$ cat config.mk
export PLATFORM = sky130hd
export DESIGN_NAME = fractal_sync_tx
export DESIGN_NICKNAME = d
export VERILOG_FILES = /design/src/rtl/fractal_sync_tx.sv
export SDC_FILE = /design/constraint.sdc
export NUM_CORES = 1
export LEC_CHECK = 0
export CORE_UTILIZATION = 47
export DETAILED_ROUTE_END_ITERATION = 10
export GPL_TIMING_DRIVEN = 0
export PLACE_DENSITY = 0.83
export SETUP_SLACK_MARGIN = 0.1
export SLEW_MARGIN = 30
export SYNTH_ARGS = -nofsm -noshare
export SYNTH_HDL_FRONTEND = slang
export SYNTH_SLANG_ARGS = --single-unit
export TNS_END_PERCENT = 5
$ cat constraint.sdc
create_clock -name clk_i -period 2.7 [get_ports clk_i]
set_input_delay 0.54 -clock clk_i [delete_from_list [all_inputs] [get_ports clk_i]]
set_output_delay 0.54 -clock clk_i [all_outputs]
set_load 0.01 [all_outputs]
$ cat src/rtl/fractal_sync_tx.sv
`default_nettype none
// ============================================================================
//  Module   : fractal_sync_tx
//  Brief    : Fractal-sync link transmitter: round-robin arbitration of two
//             request sources, local request FIFO, credit-gated issue to rx.
//  Revision : 1.0 - initial release
// ============================================================================
module fractal_sync_tx #(
    parameter type fsync_req_t = struct packed {
        logic                  sync;
        struct packed {
            logic [3:0] aggr;
            logic [2:0] id;
        }                      sig;
        logic [1:0]            src;
    },
    parameter bit          COMB_OUT   = 1'b1,
    parameter int unsigned FIFO_DEPTH = 2,
    parameter int unsigned N_CREDITS  = 1,
    localparam int unsigned CREDIT_W  = $clog2(N_CREDITS + 1)
) (
    input  logic                clk_i,
    input  logic                rst_ni,
    input  fsync_req_t          req_a_i,
    output logic                ready_a_o,
    input  fsync_req_t          req_b_i,
    output logic                ready_b_o,
    output fsync_req_t          req_o,
    input  logic                credit_i,
    output logic [CREDIT_W-1:0] credits_o,
    output logic                empty_o,
    output logic                full_o,
    output logic                error_credit_o
);

    localparam int unsigned PTR_W = (FIFO_DEPTH > 1) ? $clog2(FIFO_DEPTH) : 1;
    localparam int unsigned CNT_W = $clog2(FIFO_DEPTH + 1);
    localparam logic [CNT_W-1:0]    c_depth       = CNT_W'(FIFO_DEPTH);
    localparam logic [PTR_W-1:0]    c_last_ptr    = PTR_W'(FIFO_DEPTH - 1);
    localparam logic [CREDIT_W-1:0] c_max_credits = CREDIT_W'(N_CREDITS);

    if (FIFO_DEPTH == 0) begin : g_bad_fifo_depth
        $error("fractal_sync_tx: FIFO_DEPTH must be > 0");
    end
    if (N_CREDITS == 0) begin : g_bad_n_credits
        $error("fractal_sync_tx: N_CREDITS must be > 0");
    end

    fsync_req_t          r_mem [FIFO_DEPTH];
    logic [PTR_W-1:0]    r_wptr;
    logic [PTR_W-1:0]    r_rptr;
    logic [CNT_W-1:0]    r_count;
    logic                r_prio_b;
    logic [CREDIT_W-1:0] r_credits;

    logic       w_grant_a;
    logic       w_grant_b;
    logic       w_push;
    logic       w_send;
    fsync_req_t w_push_data;
    fsync_req_t w_head_out;

    function automatic logic [PTR_W-1:0] ptr_inc(input logic [PTR_W-1:0] p);
        return (p == c_last_ptr) ? '0 : p + 1'b1;
    endfunction

    // Round-robin: r_prio_b selects who wins when both sources are valid.
    assign w_grant_a   = req_a_i.sync & (~req_b_i.sync | ~r_prio_b);
    assign w_grant_b   = req_b_i.sync & (~req_a_i.sync |  r_prio_b);
    assign empty_o     = (r_count == '0);
    assign full_o      = (r_count == c_depth);
    assign ready_a_o   = w_grant_a & ~full_o;
    assign ready_b_o   = w_grant_b & ~full_o;
    assign w_push      = ready_a_o | ready_b_o;
    assign w_push_data = w_grant_a ? req_a_i : req_b_i;
    assign w_send      = ~empty_o & (r_credits != '0);
    assign credits_o   = r_credits;
    assign error_credit_o = credit_i & (r_credits == c_max_credits) & ~w_send;

    always_comb begin
        w_head_out = '0;
        if (w_send) begin
            w_head_out      = r_mem[r_rptr];
            w_head_out.sync = 1'b1;
        end
    end

    always_ff @(posedge clk_i) begin
        if (w_push) begin
            r_mem[r_wptr] <= w_push_data;
        end
    end

    always_ff @(posedge clk_i or negedge rst_ni) begin
        if (!rst_ni) begin
            r_wptr    <= '0;
            r_rptr    <= '0;
            r_count   <= '0;
            r_prio_b  <= 1'b0;
            r_credits <= c_max_credits;
        end else begin
            if (w_push) begin
                r_wptr <= ptr_inc(r_wptr);
            end
            if (w_send) begin
                r_rptr <= ptr_inc(r_rptr);
            end
            case ({w_push, w_send})
                2'b10:   r_count <= r_count + 1'b1;
                2'b01:   r_count <= r_count - 1'b1;
                default: r_count <= r_count;
            endcase
            if (ready_a_o) begin
                r_prio_b <= 1'b1;
            end else if (ready_b_o) begin
                r_prio_b <= 1'b0;
            end
            // A spurious credit at the ceiling saturates and raises error_credit_o.
            case ({w_send, credit_i})
                2'b10:   r_credits <= r_credits - 1'b1;
                2'b01:   r_credits <= (r_credits == c_max_credits) ? r_credits : r_credits + 1'b1;
                default: r_credits <= r_credits;
            endcase
        end
    end

    if (COMB_OUT) begin : g_comb_out
        assign req_o = w_head_out;
    end else begin : g_reg_out
        fsync_req_t r_req_o;
        always_ff @(posedge clk_i or negedge rst_ni) begin
            if (!rst_ni) begin
                r_req_o <= '0;
            end else begin
                r_req_o <= w_head_out;
            end
        end
        assign req_o = r_req_o;
    end

    a_no_send_without_credit: assert property (
        @(posedge clk_i) disable iff (!rst_ni) !(w_send && (r_credits == '0))
    );

endmodule
`default_nettype wire

* Yosys cells after proc, flatten, opt, wreduce, memory -nomap -nowiden
Memory sizes are Yosys's and may differ from the RTL's.
Index checks and enable logic that the tools add are counted.
Widths: inputs -> output; s select.
** Word-level totals
- Output and inout bits :: 16
- Memories :: 1
- Word-level logic and storage cells :: 48
- Bits in writable memories :: 20
- Register bits :: 6
** Memories
- r_mem :: depth 2, bits a word 10, rd ports 1, clocked after Yosys merged registers in 0, wr ports 1, RTL line 49 : fsync_req_t r_mem [FIFO_DEPTH];
** Operators by class
- Add/subtract/negate cells :: 6
- Muxes and demuxes :: 11
- Bitwise operators :: 16
- Reduce and logical (&&, ||, !) cells :: 4
- Eq/ne operators :: 5
** Operator list (count)
- $mux 10 :: 2
- $and 1x1->1 :: 7
- $mux 1 :: 7
- $eq 2x2->1 const B :: 3
- $not 1->1 :: 6
- $reduce_bool 2->1 :: 3
- $eq 2x1->1 const B :: 2
- $pmux 2 s2 :: 1
- $add 1x1->1 const B :: 3
- $or 1x1->1 :: 3
- $add 2x1->2 const B :: 1
- $logic_not 2->1 :: 1
- $pmux 1 s2 :: 1
- $sub 2x1->2 const B :: 1
- $sub 1x1->1 const B :: 1

* Logic depth before layout (Yosys ltp)
Gate-level depths: netlist of run 1.
- Depth after elaboration :: 7
- Gate-level depth with buffers :: 7

* Worst setup path before layout of run 1
OpenSTA, ideal clock, no wires.
- Kind :: register to output
- Start point :: register r_count[0]
- End point :: output req_o[9] (netlist name)
- Stages on the path, launching flop included :: 5
- Arrival :: 1.137 ns
- Required time :: 2.160 ns
- Buffers on the path :: 2
- Setup slack :: 1.023 ns
- Cell sequence :: dfrtp_1 > o21ai_0 > buf_2 > inv_1 > buf_4
** RTL lines
- from (decl) :: RTL line 52 : logic [CNT_W-1:0] r_count;
- from (signal assigned) :: RTL line 109 : 2'b10: r_count <= r_count + 1'b1;
- from (signal assigned) :: RTL line 110 : 2'b01: r_count <= r_count - 1'b1;
- from (signal assigned) :: RTL line 111 : default: r_count <= r_count;
- to (decl) :: RTL line 28 : output fsync_req_t req_o,

==> results_dict.tcl, run 1 <==
set metrics [dict create \
    n_fill_cell 157 \
    grt_pass1_wl_mm 3.22 \
    drc 0 \
    path_max_fanout 10 \
    drtAntennaViolNets 0 \
    wirelength_mm 2.06 \
    max_freq_mhz 405 \
    period_needed_ns 2.47 \
    slew_headroom_pct 44.4 \
    maxCapViolations 0 \
    portBuffers 38 \
    r2r_slack_ns 0.84 \
    combinationalPowerShare_pct 51.8 \
    synth_area_per_cell_um2 14.0 \
    rows 17 \
    wl_met2_mm 1.11 \
    antenna_found_initial 0 \
    routedWlPerCell_um 13.7 \
    clk_pin_slew_ns 0.12 \
    die_area_um2 2580 \
    power.switching_uw 581 \
    dpl_cell_area_um2 1530 \
    met3_length_um 61 \
    critPathLaunchType "register" \
    rsz0062_at_grt "false" \
    cts_buffer_depth 2 \
    ys_seq_area_share_pct 61.9 \
    drive_above_1_share_pct 15.6 \
    ys_ff_latch 24 \
    intPower_uw 1090 \
    finalHoldViolCount 0 \
    grt_pass1_vias 775 \
    synth_nets 105 \
    critPathCaptureType "output port" \
    yosysTopAreaCellShare_pct 48.4 \
    synthTopCellsByArea "edfxtp_1 48%, dfrtp_1 11%, mux2_2 9.1%" \
    dr.pass1.iters 2 \
    place_congestion 0.763 \
    crit_required_ns 2.16 \
    yosysMostFrequentCell "edfxtp_1" \
    synth_cells 80 \
    p_clk_share_pct 9.2 \
    clock-sinks 24 \
    finalPower_uw 1670 \
    ir_worst_vdd_v 0.000619 \
    globalRouteOverflowTotal 0 \
    area_growth_pct 40.0 \
    sw_frac_of_total_pct 34.7 \
    synthArstFlopShare_pct 25.0 \
    status "finished, final reports clean" \
    regArea_um2 692 \
    netlist_top_cells_count "18 x edfxtp_1, 15 x nor2_1, 10 x mux2i_1" \
    start_util_pct 50.0 \
    antennaDiodeCount 0 \
    leakagePower_uw 0.000620 \
    finalCritPeriodShare_pct 91.4 \
    chipHeight_um 50.8 \
    synth_edf_count 18 \
    clock-root-buffer "clkbuf_4" \
    routed-via-count 742 \
    grt_max_degree 14 \
    synthesis.area_um2 1120 \
    dr.max_layer_used "met4" \
    finalSetupViolCount 0 \
    multi_input_area_um2 400 \
    clock_skew_ns 0.00569 \
    tns_ns 0 \
    synth-main-ff-cell "edfxtp_1" \
    cts-buffers-inserted 3 \
    worst_slew_pin_slew_ns 0.832 \
    final_cell_area_um2 1560 \
    min_path_type "in -> async" \
    synth.distinct_cells 21 \
    clk_latency_ns 0.31 \
    crit_type "reg -> out" \
    maxSlewViolCount 0 \
    cts_hold_buf 0 \
    grtUsageTotal_pct 18.1 \
    synth_top_area_cell "edfxtp_1" \
    synth_warnings 0 \
    worstPathArrival_ns 1.93 \
    cts-htree-levels 1 \
    nets 148 \
    routed_via_density 4.95 \
    fp.dieW_um 50.8 \
    power_frac_seq_pct 39.0 \
    cts_tree "yes" \
    wl_met1_um 856 \
    coreArea_um2 2230 \
    powerDensity_nw_per_um2 1070 \
    hpwl_mm 1.52 \
    drt_iter0_drc 5 \
    boundaryPins 39 \
]
[worst paths after layout]
| path | start | to | depth (start not counted) |
|---|---|---|---|
| setup / recovery | r_count[0] | req_o[9] | 5 |
| hold / removal | rst_ni | r_count[0] | 1 |
| setup reg to reg | r_count[0] | r_mem[0][5] | 3 |
| hold reg to reg | r_wptr | r_wptr | 1 |
| max in group asynchronous | rst_ni | credits_o | 1 |
| min in group clk_i | r_wptr | r_wptr | 1 |
[power by group through the flow]
stage / clock network (uW) / registers, uW / logic (uW)
after CTS: 160 / 648 / 868
after detailed placement: 0 / 655 / 865
after global routing: 171 / 668 / 948
after floorplan: 0 / 641 / 502
final: 154 / 653 / 866
after global placement: 0 / 645 / 847
[cell usage in the layout (no fill, tap or decap), drive strengths merged]
cell type	instances
a22o	1
a21boi	1
dfrtp	5
nand2b	1
nand2	1
xnor2	4
and3	1
mux2	9
inv	3
o21ai	2
xor2	1
edfxtp	18
clkbuf	4
ha	2
buf	2
clkdlybuf4s50	37
dlygate4sd2	1
clkinv	1
mux2i	10
nor2b	1
dfstp	1
and2	1
nor2	15
[registers in the layout, indices dropped and copies added, names as in the netlist]
name       flops
r_mem         18
r_prio_b       1
credits_o      1
r_count        2
r_rptr         1
r_wptr         1
[area by class of cell]
cell class                      instances  area share [%]
Buffer                                  3            1.28
Clock buffer                            3            1.44
Clock inverter                          1           0.240
Inverter                                3           0.720
Multi-Input combinational cell         50            25.6
Sequential cell                        24            44.2
Tap cell                               28            2.24
Timing Repair Buffer                   38            24.2
[layer usage]
layer  vias up  GRT usage (%)
met4         0           11.1
met5         -              0
met2        22           34.2
met3         4           3.03
li1        362              -
met1       354           18.1
[cells by family after synthesis]
group           share of synthesized area (%)
flops                                    61.9
simple gates                             7.62
mux                                      18.0
buf+inv                                  2.58
xor+xnor                                 3.92
compound gates                           3.70
fa+ha+maj                                2.24
[critical path, cell delays in order, from the launching register on]
cell and delay (ns):
dfrtp_1 0.47, o21ai_2 0.23, clkbuf_4 0.25, inv_1 0.08, buf_4 0.13, clkdlybuf4s50_1 0.46
[per-stage QoR]
stage	setup WS [ns]	cells	utilization, %	hold slack, ns
floorplan	1.02	80	-	0.244
global placement	0.0373	146	68.6	0.482
detailed placement	0.00558	146	68.6	0.493
CTS	0.118	150	69.7	0.461
global route	0.143	150	70.0	0.453
finish	0.231	150	70.0	0.457
[timing repair]
action                     4_1_cts  5_1_grt
resized for setup                2        2
setup endpoints to repair        2        1
cloned                           0        0
setup buffers                    0        0
Note: power is estimated with default switching activity, not from simulation.
==> inputs of run 2 (changes only) <==
- CTS_BUF_LIST: default -> sky130_fd_sc_hd__clkbuf_16
==> run 2 against run 1 <==
  * Sequential cell count did not move
  * Critical path depth did not move
  * Sequential share of layout area fell by 1.6 points
  * Largest power group unchanged
  * Cell area rose by 3.8%
  * Combinational power rose by 0.6%
  * Routed wire length rose by 4.6%
  * Critical endpoint unchanged
  * Via count rose by 0.67%
  * Global-route usage rose by 0.97 points
==> results_dict.tcl, run 2 (synthesis gave the netlist of run 1 again) <==
set metrics [dict create \
    routed-via-count 747 \
    min_from "r_wptr" \
    top_register "r_mem" \
    maxSlewViolCount 0 \
    cts_buffer_depth 2 \
    routed_via_density 4.95 \
    place_congestion 0.763 \
    final_common_cell "clkdlybuf4s50_1" \
    min_path_type "reg -> reg" \
    wirelength_mm 2.16 \
    cts-buffers-inserted 3 \
    finalCritPeriodShare_pct 91.1 \
    die_area_um2 2580 \
    place_inst 146 \
    portBuffers 38 \
    clk_latency_ns 0.25 \
    crit_path_start "r_count[0]" \
    most-common-layout-cells "38 x clkdlybuf4s50_1, 18 x edfxtp_1, 15 x nor2_1" \
    worst_slew_pin_slew_ns 0.821 \
    drt_iter0_drc 2 \
    cts-htree-levels 1 \
    reg2reg_from "r_count[0]" \
    max_freq_mhz 407 \
    crit_type "reg -> out" \
    critPathLaunchType "register" \
    start_util_pct 50.0 \
    cts_tree "yes" \
    drtAntennaViolNets 0 \
    area_growth_pct 45.2 \
    antenna_found_initial 0 \
    globalRouteOverflowTotal 0 \
    fp.dieW_um 50.8 \
    holdWs_ns 0.509 \
    finalSetupViolCount 0 \
    chipHeight_um 50.8 \
    status "finished, final reports clean" \
    drive_above_1_share_pct 16.3 \
    clock-root-buffer "clkbuf_16" \
    grt_pass1_vias 769 \
    path_max_fanout 10 \
    clk_pin_slew_ns 0.06 \
    routedWlPerCell_um 14.3 \
    slew_headroom_pct 45.1 \
    final_cells 151 \
    drc 0 \
    clock_skew_ns 0.00194 \
    finalPower_uw 1840 \
    leakagePower_uw 0.000644 \
    rows 17 \
    maxCapViolations 0 \
    grt_pass1_wl_mm 3.37 \
    clock-sinks 24 \
    ir_worst_vdd_v 0.000686 \
    utilization_pct 72.7 \
    hpwl_mm 1.52 \
    rsz0062_at_grt "false" \
    finalHoldViolCount 0 \
    critPathCaptureType "output port" \
    nets 149 \
    coreArea_um2 2230 \
    crit_required_ns 2.16 \
    cts_hold_buf 0 \
    antennaDiodeCount 0 \
    period_needed_ns 2.46 \
    powerDensity_nw_per_um2 1140 \
    worstPathArrival_ns 1.92 \
    tns_ns 0 \
    largest_reg_flops 18 \
    boundaryPins 39 \
    dr.pass1.iters 4 \
    reg_top3 "r_mem x18, r_count x2" \
    grt_max_degree 14 \
    grtUsageTotal_pct 19.1 \
]
run 2: routing by layer:
layer,part of all wire (%),track usage [%],vias up
li1,-,-,366
met1,42,21.2,355
met2,53,34.0,22
met3,3.2,3.03,4
met4,2.4,11.1,0
met5,0,0,-
run 2: final cells by class:
cell class,count,area [um^2]
clock buffer,3,75.1
buffer,3,17.5
multi-input combinational,50,400
inverter,3,11.3
fill,150,611
sequential,24,692
timing repair buffer,39,388
tap,28,35.0
clock inverter,1,3.75
run 2: report_power, final:
part           leakage (uW)  internal [uW]  switching (uW)
clock network     0.0000385            198             117
registers          0.000239            580            76.5
logic              0.000367            462             409
total              0.000644           1240             603
run 2: worst max-delay path: stages (launching register included):
cell	delay, ns
dfrtp_1	0.45
o21ai_2	0.25
buf_2	0.27
inv_1	0.10
buf_4	0.14
clkdlybuf4s50_1	0.46
run 2: timing repair:
action | in CTS | in global routing
endpoints found under the setup margin | 2 | 1
gates resized for setup | 1 | 1
setup buffers | 1 | 0
run 2: worst paths after layout:
path	end	depth (start not counted)	slack, ns
hold / removal	r_wptr	1	0.51
max in group asynchronous	credits_o	1	1.91
min in group asynchronous	r_count[1]	1	0.52
setup / recovery	req_o[9]	5	0.24
setup reg to reg	r_mem[0][7]	3	0.84
hold reg to reg	r_wptr	1	0.51
run 2: through the flow:
stage	setup slack, ns	instance area [um^2]
2_1_floorplan	1.02	1120
3_3_place_gp	0.0373	1530
3_5_place_dp	0.00558	1530
4_1_cts	0.150	1620
5_1_grt	0.148	1620
6_report	0.240	1620
==> inputs of run 3 (changes only) <==
- GPL_ROUTABILITY_DRIVEN: default -> 1
==> results of run 3 <==
No change in the layout: final DEF, timing and power equal those of run 2.
